`config.mk`:
```
export PLATFORM = sky130hd
export DESIGN_NAME = wolfram_ca
export DESIGN_NICKNAME = d
export VERILOG_FILES = /design/src/rtl/wolfram_ca.sv
export SDC_FILE = /design/constraint.sdc
export NUM_CORES = 1
export LEC_CHECK = 0
export CAP_MARGIN = 30
export CORE_UTILIZATION = 52
export CTS_CLUSTER_SIZE = 30
export DETAILED_ROUTE_END_ITERATION = 8
export PLACE_DENSITY_LB_ADDON = 0.05
export SKIP_CTS_REPAIR_TIMING = 1
export SKIP_LAST_GASP = 1
export SLEW_MARGIN = 20
export SYNTH_ARGS = -nofsm -noshare
export SYNTH_HDL_FRONTEND = slang
export SYNTH_SLANG_ARGS = --single-unit
```
`constraint.sdc`:
```
create_clock -name clk -period 2.55 [get_ports clk]
set_input_delay 0.3825 -clock clk [delete_from_list [all_inputs] [get_ports clk]]
set_output_delay 0.3825 -clock clk [all_outputs]
set_load 0.02 [all_outputs]
```
`src/rtl/wolfram_ca.sv`:
```
// wolfram_ca: one-dimensional elementary cellular automaton engine.
// A run loads a seed and then computes a latched number of generations
// under a latched 8-bit Wolfram rule, one generation per clock cycle.
//
// Build option:
//   WOLFRAM_CA_WRAP_EN  defined   -> toroidal boundary (edge cells see each other)
//                       undefined -> fixed-zero boundary
//
// Ports:
//   clk        clock, all state changes on the rising edge
//   reset      synchronous active-high reset
//   start      run request, sampled only in IDLE
//   rule       rule number; bit k is the next cell value for neighbourhood k
//   seed       initial generation loaded on start
//   steps      number of generations to compute
//   hold       freezes evolution while high
//   abort      ends a run early, no done pulse
//   cells      current generation (registered)
//   gen_count  generations computed in the current or last run (registered)
//   busy       high while running (registered)
//   done       one-cycle completion pulse (registered)
module wolfram_ca #(
    parameter int unsigned WIDTH  = 16,
    parameter int unsigned STEP_W = 16
) (
    input  logic              clk,
    input  logic              reset,
    input  logic              start,
    input  logic [7:0]        rule,
    input  logic [WIDTH-1:0]  seed,
    input  logic [STEP_W-1:0] steps,
    input  logic              hold,
    input  logic              abort,
    output logic [WIDTH-1:0]  cells,
    output logic [STEP_W-1:0] gen_count,
    output logic              busy,
    output logic              done
);

    localparam int unsigned EXT_W = WIDTH + 2;

    typedef enum logic [1:0] {
        IDLE = 2'd0,
        RUN  = 2'd1,
        DONE = 2'd2
    } state_t;

    state_t            state;
    state_t            state_nxt;
    logic [7:0]        rule_l;
    logic [7:0]        rule_nxt;
    logic [STEP_W-1:0] steps_l;
    logic [STEP_W-1:0] steps_nxt;
    logic [WIDTH-1:0]  cells_nxt;
    logic [STEP_W-1:0] gen_nxt;
    logic [STEP_W-1:0] gen_inc;
    logic [EXT_W-1:0]  ext;
    logic [WIDTH-1:0]  gen_next;

    // Cells padded with the boundary values: ext[0] is c[-1], ext[WIDTH+1] is c[WIDTH].
    always_comb begin
`ifdef WOLFRAM_CA_WRAP_EN
        ext = {cells[0], cells, cells[WIDTH-1]};
`else
        ext = {1'b0, cells, 1'b0};
`endif
    end

    // Next generation, all cells in parallel; ext[i+:3] is {c[i+1], c[i], c[i-1]}.
    always_comb begin
        gen_next = '0;
        for (int i = 0; i < int'(WIDTH); i++) begin
            gen_next[i] = rule_l[ext[i +: 3]];
        end
    end

    assign gen_inc = gen_count + STEP_W'(1);

    // Next-state and datapath update selection.
    always_comb begin
        state_nxt = state;
        rule_nxt  = rule_l;
        steps_nxt = steps_l;
        cells_nxt = cells;
        gen_nxt   = gen_count;
        case (state)
            IDLE: begin
                if (start) begin
                    rule_nxt  = rule;
                    steps_nxt = steps;
                    cells_nxt = seed;
                    gen_nxt   = '0;
                    state_nxt = (steps == '0) ? DONE : RUN;
                end
            end
            RUN: begin
                // Abort wins over hold and over completion in the same cycle.
                if (abort) begin
                    state_nxt = IDLE;
                end else if (!hold) begin
                    cells_nxt = gen_next;
                    gen_nxt   = gen_inc;
                    if (gen_inc == steps_l) begin
                        state_nxt = DONE;
                    end
                end
            end
            DONE: begin
                state_nxt = IDLE;
            end
            default: begin
                state_nxt = IDLE;
            end
        endcase
    end

    // State and output registers; busy/done are registered decodes of the next state.
    always_ff @(posedge clk) begin
        if (reset) begin
            state     <= IDLE;
            rule_l    <= '0;
            steps_l   <= '0;
            cells     <= '0;
            gen_count <= '0;
            busy      <= 1'b0;
            done      <= 1'b0;
        end else begin
            state     <= state_nxt;
            rule_l    <= rule_nxt;
            steps_l   <= steps_nxt;
            cells     <= cells_nxt;
            gen_count <= gen_nxt;
            busy      <= (state_nxt == RUN);
            done      <= (state_nxt == DONE);
        end
    end

endmodule

```
# Word level (Yosys, flattened, before mapping)
# Index checks and enable logic that the tools add are counted.
[word_totals]
elab_cells = 82
output_inout_bits = 34
register_bits = 60
in_bits = 45
[op_classes]
n_lt_le_gt_ge = 16
n_addsub = 1
n_reduce_logical = 5
muxes = 46
n_eq_ne = 7
[ops]
columns = ["operator", "count"]
rows = [
  ["$mux 16", 6],
  ["$pmux 16 s2", 2],
  ["$lt 3x4->1 const B", 15],
  ["$bmux 1 s3", 14],
  ["$add 16x1->16 const B", 1],
  ["$eq 16x16->1", 1],
  ["$logic_not 16->1", 1],
  ["$mux 1", 16],
  ["$mux 2", 5],
  ["$ne 2x2->1 const B", 3],
  ["$bmux 1 s2", 2],
  ["$eq 2x1->1 const B", 2],
  ["$lt 2x4->1 const B", 1],
  ["$pmux 2 s2", 1],
  ["$reduce_and 4->1", 1],
  ["$eq 2x2->1 const B", 1],
  ["$logic_not 2->1", 1],
  ["$reduce_and 2->1", 1],
  ["$reduce_bool 2->1", 1],
]

# Depth between registers and ports, before layout
# Gate-level depths: netlist (run 1).
[depth]
word_depth = 7
ltp_mapped = 8
ltp_nobuf = 7

# Worst setup path before layout (run 1)
# Ideal clock, no wire load.
[synth_timing]
path_type = "flip-flop to flip-flop"
from = "reg gen_count[0]"
to = "reg busy"
n_path_buf = 1
t_arrival_ns = 1.985
period_less_slack_ns = 2.107
path_slack_ns = 0.443
path_stages_with_launch = 8
cell_sequence = "dfxtp_1 > ha_1 > and3_1 > buf_2 > nand3_1 > o31ai_1 > nand3_2 > o311a_1"
[synth_between]
elab_chain_len = 7
[synth_lines]
columns = ["item", "line_no", "source"]
rows = [
  ["from (decl)", "35", "output logic [STEP_W-1:0] gen_count,"],
  ["from (signal assigned)", "132", "gen_count <= gen_nxt;"],
  ["$add 16x1->16", "77", "assign gen_inc = gen_count + STEP_W'(1);"],
  ["$eq 16x16->1", "103", "if (gen_inc == steps_l) begin"],
  ["$mux 2", "103", ""],
  ["$mux 2", "100", "end else if (!hold) begin"],
  ["$mux 2", "98", "if (abort) begin"],
  ["$pmux 2 s2", "86", "case (state)"],
  ["$eq 2x1->1", "133", "busy <= (state_nxt == RUN);"],
  ["to (signal assigned)", "133", ""],
  ["to (decl)", "36", "output logic busy,"],
]
# Every way passes these cells.
# A chain may end at the register's enable or synchronous reset.

# Worst setup path in the final report (run 1)
[layout_timing]
from = "reg gen_count[1]"
to = "reg state[0]"
[layout_between]
elab_chain_len = 6
[layout_lines]
columns = ["item", "line_no", "source"]
rows = [
  ["$add 16x1->16", "77", ""],
  ["$eq 16x16->1", "103", ""],
  ["$mux 2", "103", ""],
  ["$mux 2", "100", ""],
  ["$mux 2", "98", ""],
  ["$pmux 2 s2", "86", ""],
  ["to (signal assigned)", "128", "state <= state_nxt;"],
  ["to (decl)", "48", "state_t state;"],
]
# Every way passes these cells.

==> results of run 1 <==
==> layer usage <==
| metal | GRT usage | part of all wire |
|---|---|---|
| met1 | 0.406 | 0.46 |
| met2 | 0.436 | 0.47 |
| met3 | 0.0370 | 0.055 |
| met4 | 0.0879 | 0.011 |
| met5 | 0 | 0 |
==> registers in the layout, summed over array words and instances (netlist names) <==
signal,cells
gen_count,16
state,2
steps_l,16
done,1
rule_l,8
busy,1
cells,16
==> report_power, final <==
| part | total, uW | internal, uW | switching [uW] |
|---|---|---|---|
| clock network | 809 | 453 | 356 |
| logic | 490 | 270 | 221 |
| registers | 1090 | 987 | 104 |
==> cell usage in the layout, fill, tap and decap left out, types with 3 or more instances in the layout <==
| master | synthesis | layout |
|---|---|---|
| nor3_1 | 11 | 11 |
| nor2_1 | 35 | 35 |
| buf_4 | 2 | 12 |
| clkbuf_8 | 0 | 13 |
| a311oi_1 | 6 | 6 |
| nand3_1 | 10 | 10 |
| o21ai_0 | 16 | 16 |
| and2_1 | 3 | 3 |
| nand3b_1 | 3 | 3 |
| nor2b_1 | 3 | 3 |
| nor4_1 | 5 | 5 |
| a21oi_1 | 46 | 46 |
| xnor2_1 | 15 | 15 |
| a221oi_1 | 3 | 3 |
| inv_1 | 4 | 4 |
| o31ai_1 | 4 | 4 |
| xor2_1 | 8 | 8 |
| nand2_1 | 81 | 81 |
| clkdlybuf4s50_1 | 0 | 77 |
| and3_1 | 4 | 4 |
| dfxtp_1 | 60 | 60 |
| mux2i_1 | 12 | 12 |
| o211ai_1 | 13 | 13 |
| mux4_2 | 27 | 27 |
==> worst paths after layout <==
| kind | from | end | slack, ns |
|---|---|---|---|
| min | reset | gen_count[8] | 0.43 |
| min reg2reg | steps_l[15] | steps_l[15] | 0.47 |
| max reg2reg | gen_count[1] | state[0] | 0.22 |
| max | gen_count[1] | state[0] | 0.22 |
==> final cells by class <==
cell class	instances	area, um^2
multi-input combinational	337	2400
fill	624	2120
sequential	60	1200
timing repair buffer	90	866
clock buffer	14	183
tap	96	120
inverter	4	15.0
clock inverter	1	5.00
==> logic make-up (layout without fill, tap and decap cells) <==
logic type               after synthesis  after routing
flip-flops                            60             60
AO/OA/AOI/OAI                        104            104
buffers and inverters                 47            109
adder cells (fa/ha/maj)                1              1
AND/OR/NAND/NOR                      170            170
multiplexers                          39             39
XOR/XNOR                              23             23
==> through the flow <==
stage / hold WS (ns) / instances / power, uW / area (um^2) / setup slack [ns]
after floorplan: 0.448 / 444 / 1400 / 3790 / 0.443
after global placement: 0.456 / 587 / 1580 / 4600 / 0.282
after detailed placement: 0.460 / 587 / 1600 / 4600 / 0.194
after CTS: 0.427 / 602 / 2400 / 4790 / 0.241
after global routing: 0.452 / 602 / 2510 / 4790 / 0.103
final: 0.431 / 602 / 2390 / 4790 / 0.223
==> results.sh, run 1 <==
export IMPL_drtIter0Drc=258
export IMPL_outcome="finished, final reports clean"
export IMPL_worst_path_buf_inv=0
export IMPL_ant_nets=0
export IMPL_synth_top_cell_by_area="dfxtp_1"
export IMPL_cp_arrival_ns=2.54
export IMPL_vias_per_cell=6.03
export IMPL_cp_end_kind="flop"
export IMPL_die_area_mm2=0.00763
export IMPL_start_util=0.549
export IMPL_finalHoldViolations=0
export IMPL_synth_top_family_by_area="simple AND/OR/NAND/NOR gates"
export IMPL_final_util=0.693
export IMPL_synth_area_per_cell_um2=8.53
export IMPL_synth_cells=444
export IMPL_fin_tns_setup_ns=0
export IMPL_dieHeight_um=87.4
export IMPL_ys_seq_area_frac=0.317
export IMPL_relSlewSlack=0.588
export IMPL_rows=30
export IMPL_wl_per_cell_um=16.6
export IMPL_drt_pass1_iterations=5
export IMPL_cts_buffer_depth=2
export IMPL_synth_xor_area_share=0.0532
export IMPL_grt_pass1_wl_um=16600
export IMPL_fin_crit_sh=0.913
export IMPL_synth_area_leaders="dfxtp_1 32%, mux4_2 16%, nand2_1 8.0%"
export IMPL_clkSinkCount=60
export IMPL_vdd_drop_max_v=0.000337
export IMPL_clk_pin_slew_ns=0.07
export IMPL_crit_type="flop to flop"
export IMPL_yosys_register_bits=60
export IMPL_hold_depth=2
export IMPL_ioPinCount=79
export IMPL_drive_gt1_frac=0.117
export IMPL_synthArstFlopShare=0
export IMPL_grt_ovfl_total=0
export IMPL_cts_tree="done"
export IMPL_cpMaxStageDelayCell="dfxtp_1"
export IMPL_cp_cell_sequence="ha_1, xor2_1, nor3_1, nand3_1, a2111oi_4, nand3_2, o311a_1"
export IMPL_hpwl_um=6960
export IMPL_syn_nets=490
export IMPL_synth_edf_count=0
export IMPL_path_depth=7
export IMPL_fmax_mhz=430
export IMPL_maxCapViolCount=0
export IMPL_dieWidth_um=87.4
export IMPL_nNetsFinal=548
export IMPL_drc=0
export IMPL_finClkSkew_ns=0.00771
export IMPL_crit_path_start_kind="flop"
export IMPL_synth_cell_types=46
export IMPL_core_area_mm2=0.00691
export IMPL_leakagePower_uw=0.00165
export IMPL_grt_pass1_vias=3339
export IMPL_synth_top_area_frac=0.317
export IMPL_setup_violations=0
export IMPL_syn_area_mm2=0.00379
export IMPL_hold_path_class="input pin to flop"
export IMPL_grt_use_total=0.281
export IMPL_clock_latency_ns=0.33
export IMPL_muxShareOfSynthArea=0.192
export IMPL_rsz0062_at_grt="no"
export IMPL_cp_top_family="compound AO/OA/AOI/OAI gates"
export IMPL_synthAdderAreaFrac=0.00330
export IMPL_synthTopCellsByCount="81 x nand2_1, 60 x dfxtp_1, 46 x a21oi_1"
export IMPL_cts_htree_levels=3
export IMPL_io_buffer_count=78
export IMPL_crit_required_ns=2.76
export IMPL_reg2regPathDepth=7
export IMPL_clockRootBuffer="clkbuf_8"
export IMPL_globalplace_congestion=0.880
export IMPL_yosys_area_share_simple=0.209
export IMPL_wl_um=10000
export IMPL_cts_buffers=9
export IMPL_grt_max_degree=40
export IMPL_antenna_found_initial=0
export IMPL_p_per_area_mw_per_mm2=499
export IMPL_tightest_slew_ns=0.617
export IMPL_via_count=3628
export IMPL_area_growth_pct=26.4
export IMPL_final_max_slew_violation_count=0
export IMPL_yosysMostFrequentCell="nand2_1"
export IMPL_finalCriticalPeriod_ns=2.33
export IMPL_antenna_cells=0
export IMPL_ys_warn_count=0
export IMPL_path_max_fanout=5
export IMPL_synth_ff_type="dfxtp_1"
export IMPL_synth_compound_area_frac=0.175
export IMPL_crit_path_max_incr_delay_ns=0.45
Note: power is estimated with default switching activity, not from simulation.
==> run 2, diff against run 1 <==
--- a/config.mk
+++ b/config.mk
@@ -9,6 +9,7 @@
 export CORE_UTILIZATION = 52
 export CTS_CLUSTER_SIZE = 30
 export DETAILED_ROUTE_END_ITERATION = 8
+export GPL_ROUTABILITY_DRIVEN = 0
 export PLACE_DENSITY_LB_ADDON = 0.05
 export SKIP_CTS_REPAIR_TIMING = 1
 export SKIP_LAST_GASP = 1
==> constraint.sdc (replaced) <==
create_clock -name clk -period 2.55 [get_ports clk]
set_input_delay 0.3825 -clock clk [delete_from_list [all_inputs] [get_ports clk]]
set_output_delay 0.3825 -clock clk [all_outputs]
set_load 0.1 [all_outputs]
==> run 2 against run 1 <==
  * First-iteration DRC count down 17%
  * Flip-flop and latch count stayed put
  * Core utilization fell by 1.0 points
  * Power grew 7.9%
  * Maximum frequency increased by 7.7%
  * Combinational power up 27%
  * Non-clock buffer count decreased by 1
  * Die area unchanged
  * Via count down 1.4%
  * Clock-buffer cell count down 5
  * Largest cell class unchanged
  * Largest power group unchanged
==> results.sh, run 2 (synthesis gave the netlist of run 1 again) <==
export IMPL_cts_tree="done"
export IMPL_cp_arrival_ns=2.38
export IMPL_cp_common_cell="nand3_1"
export IMPL_finalHoldViolations=0
export IMPL_final_max_slew_violation_count=0
export IMPL_clk_pin_slew_ns=0.07
export IMPL_cts_buffer_depth=2
export IMPL_reg_largest_list="cells: 16 flops, gen_count: 16 flops, steps_l: 16 flops"
export IMPL_leakagePower_uw=0.00170
export IMPL_cts_buffers=9
export IMPL_die_area_mm2=0.00763
export IMPL_relSlewSlack=0.609
export IMPL_grt_use_total=0.270
export IMPL_rsz0062_at_grt="no"
export IMPL_wl_um=9630
export IMPL_grt_max_degree=28
export IMPL_hold_path_class="input pin to flop"
export IMPL_ant_nets=0
export IMPL_fin_crit_sh=0.848
export IMPL_grt_pass1_wl_um=15800
export IMPL_maxCapViolCount=0
export IMPL_crit_type="flop to flop"
export IMPL_grt_ovfl_total=0
export IMPL_cp_cell_sequence="and2_1, nand3_1, nor4_1, xnor2_1, nand3_1, o311a_1"
export IMPL_core_area_mm2=0.00691
export IMPL_finalCriticalPeriod_ns=2.16
export IMPL_path_max_fanout=6
export IMPL_start_util=0.549
export IMPL_worst_path_buf_inv=0
export IMPL_clock_latency_ns=0.34
export IMPL_cts_htree_levels=3
export IMPL_drt_pass1_iterations=5
export IMPL_grt_pass1_vias=3147
export IMPL_fillers=608
export IMPL_layout_common_cells="81 x nand2_1, 53 x dfxtp_1, 46 x a21oi_1, 45 x buf_4, 43 x clkdlybuf4s50_1"
export IMPL_clockRootBuffer="clkbuf_8"
export IMPL_ioPinCount=79
export IMPL_dieHeight_um=87.4
export IMPL_setup_violations=0
export IMPL_dp_slack_ns=0.297
export IMPL_dieWidth_um=87.4
export IMPL_drc=0
export IMPL_crit_path_start_kind="flop"
export IMPL_fin_tns_setup_ns=0
export IMPL_hpwl_um=6670
export IMPL_cpMaxStageDelayCell="nor4_1"
export IMPL_clkSinkCount=60
export IMPL_crit_required_ns=2.77
export IMPL_cp_end_kind="flop"
export IMPL_vdd_drop_max_v=0.000327
export IMPL_nNetsFinal=547
export IMPL_antenna_found_initial=0
export IMPL_antenna_cells=0
export IMPL_crit_path_max_incr_delay_ns=0.53
export IMPL_cp_top_family="simple AND/OR/NAND/NOR gates"
export IMPL_area_growth_pct=24.5
export IMPL_rows=30
export IMPL_fmax_mhz=463
export IMPL_p_per_area_mw_per_mm2=547
export IMPL_drtIter0Drc=214
export IMPL_vias_per_cell=5.94
export IMPL_io_buffer_count=78
export IMPL_drive_gt1_frac=0.200
export IMPL_outcome="finished, final reports clean"
export IMPL_mostFrequentLayoutCell="nand2_1"
export IMPL_setup_ws_ns=0.388
export IMPL_tightest_slew_ns=0.585
export IMPL_via_count=3578
export IMPL_finClkSkew_ns=0.00862
export IMPL_wl_per_cell_um=16.0
## run 2: final cells by class
type	instances	area [um^2]	area share
Multi-Input combinational cell	337	2400	0.508
Clock buffer	9	124	0.0263
Clock inverter	7	77.6	0.0164
Tap cell	96	120	0.0255
Sequential cell	60	1210	0.256
Inverter	4	15.0	0.00318
Timing Repair Buffer	89	773	0.164
## run 2: routing by layer
metal / track usage / vias to the layer above / part of all wire
li1: - / 1734 / -
met3: 0.0493 / 7 / 0.061
met2: 0.408 / 127 / 0.45
met5: 0 / - / 0
met4: 0.0820 / 0 / 0.010
met1: 0.391 / 1710 / 0.47
## run 2: worst paths after layout
path | depth (start not counted) | to | startpoint | slack [ns]
max | 6 | busy | gen_count[10] | 0.39
min | 2 | cells[4] | reset | 0.46
max reg2reg | 6 | busy | gen_count[10] | 0.39
min reg2reg | 2 | steps_l[11] | steps_l[11] | 0.47
## run 2: power breakdown
group / internal [uW] / total [uW] / switching, uW
logic: 260 / 624 / 364
registers: 986 / 1090 / 105
clock network: 454 / 865 / 412
## run 2: metrics by stage
step / utilization / cell area, um^2 / power [uW] / hold WS [ns] / std cells
3_5_place_dp: 0.654 / 4520 / 1730 / 0.462 / 586
6_report: 0.683 / 4720 / 2580 / 0.463 / 602
5_1_grt: 0.683 / 4720 / 2700 / 0.473 / 602
3_3_place_gp: 0.654 / 4520 / 1730 / 0.457 / 586
4_1_cts: 0.683 / 4720 / 2600 / 0.442 / 602
2_1_floorplan: - / 3800 / 1550 / 0.448 / 444
## run 2: worst reg2reg max path, stage by stage (launching register included)
cell,delay (ns)
dfxtp_2,0.39
and2_1,0.24
nand3_1,0.17
nor4_1,0.53
xnor2_1,0.19
nand3_1,0.18
o311a_1,0.36
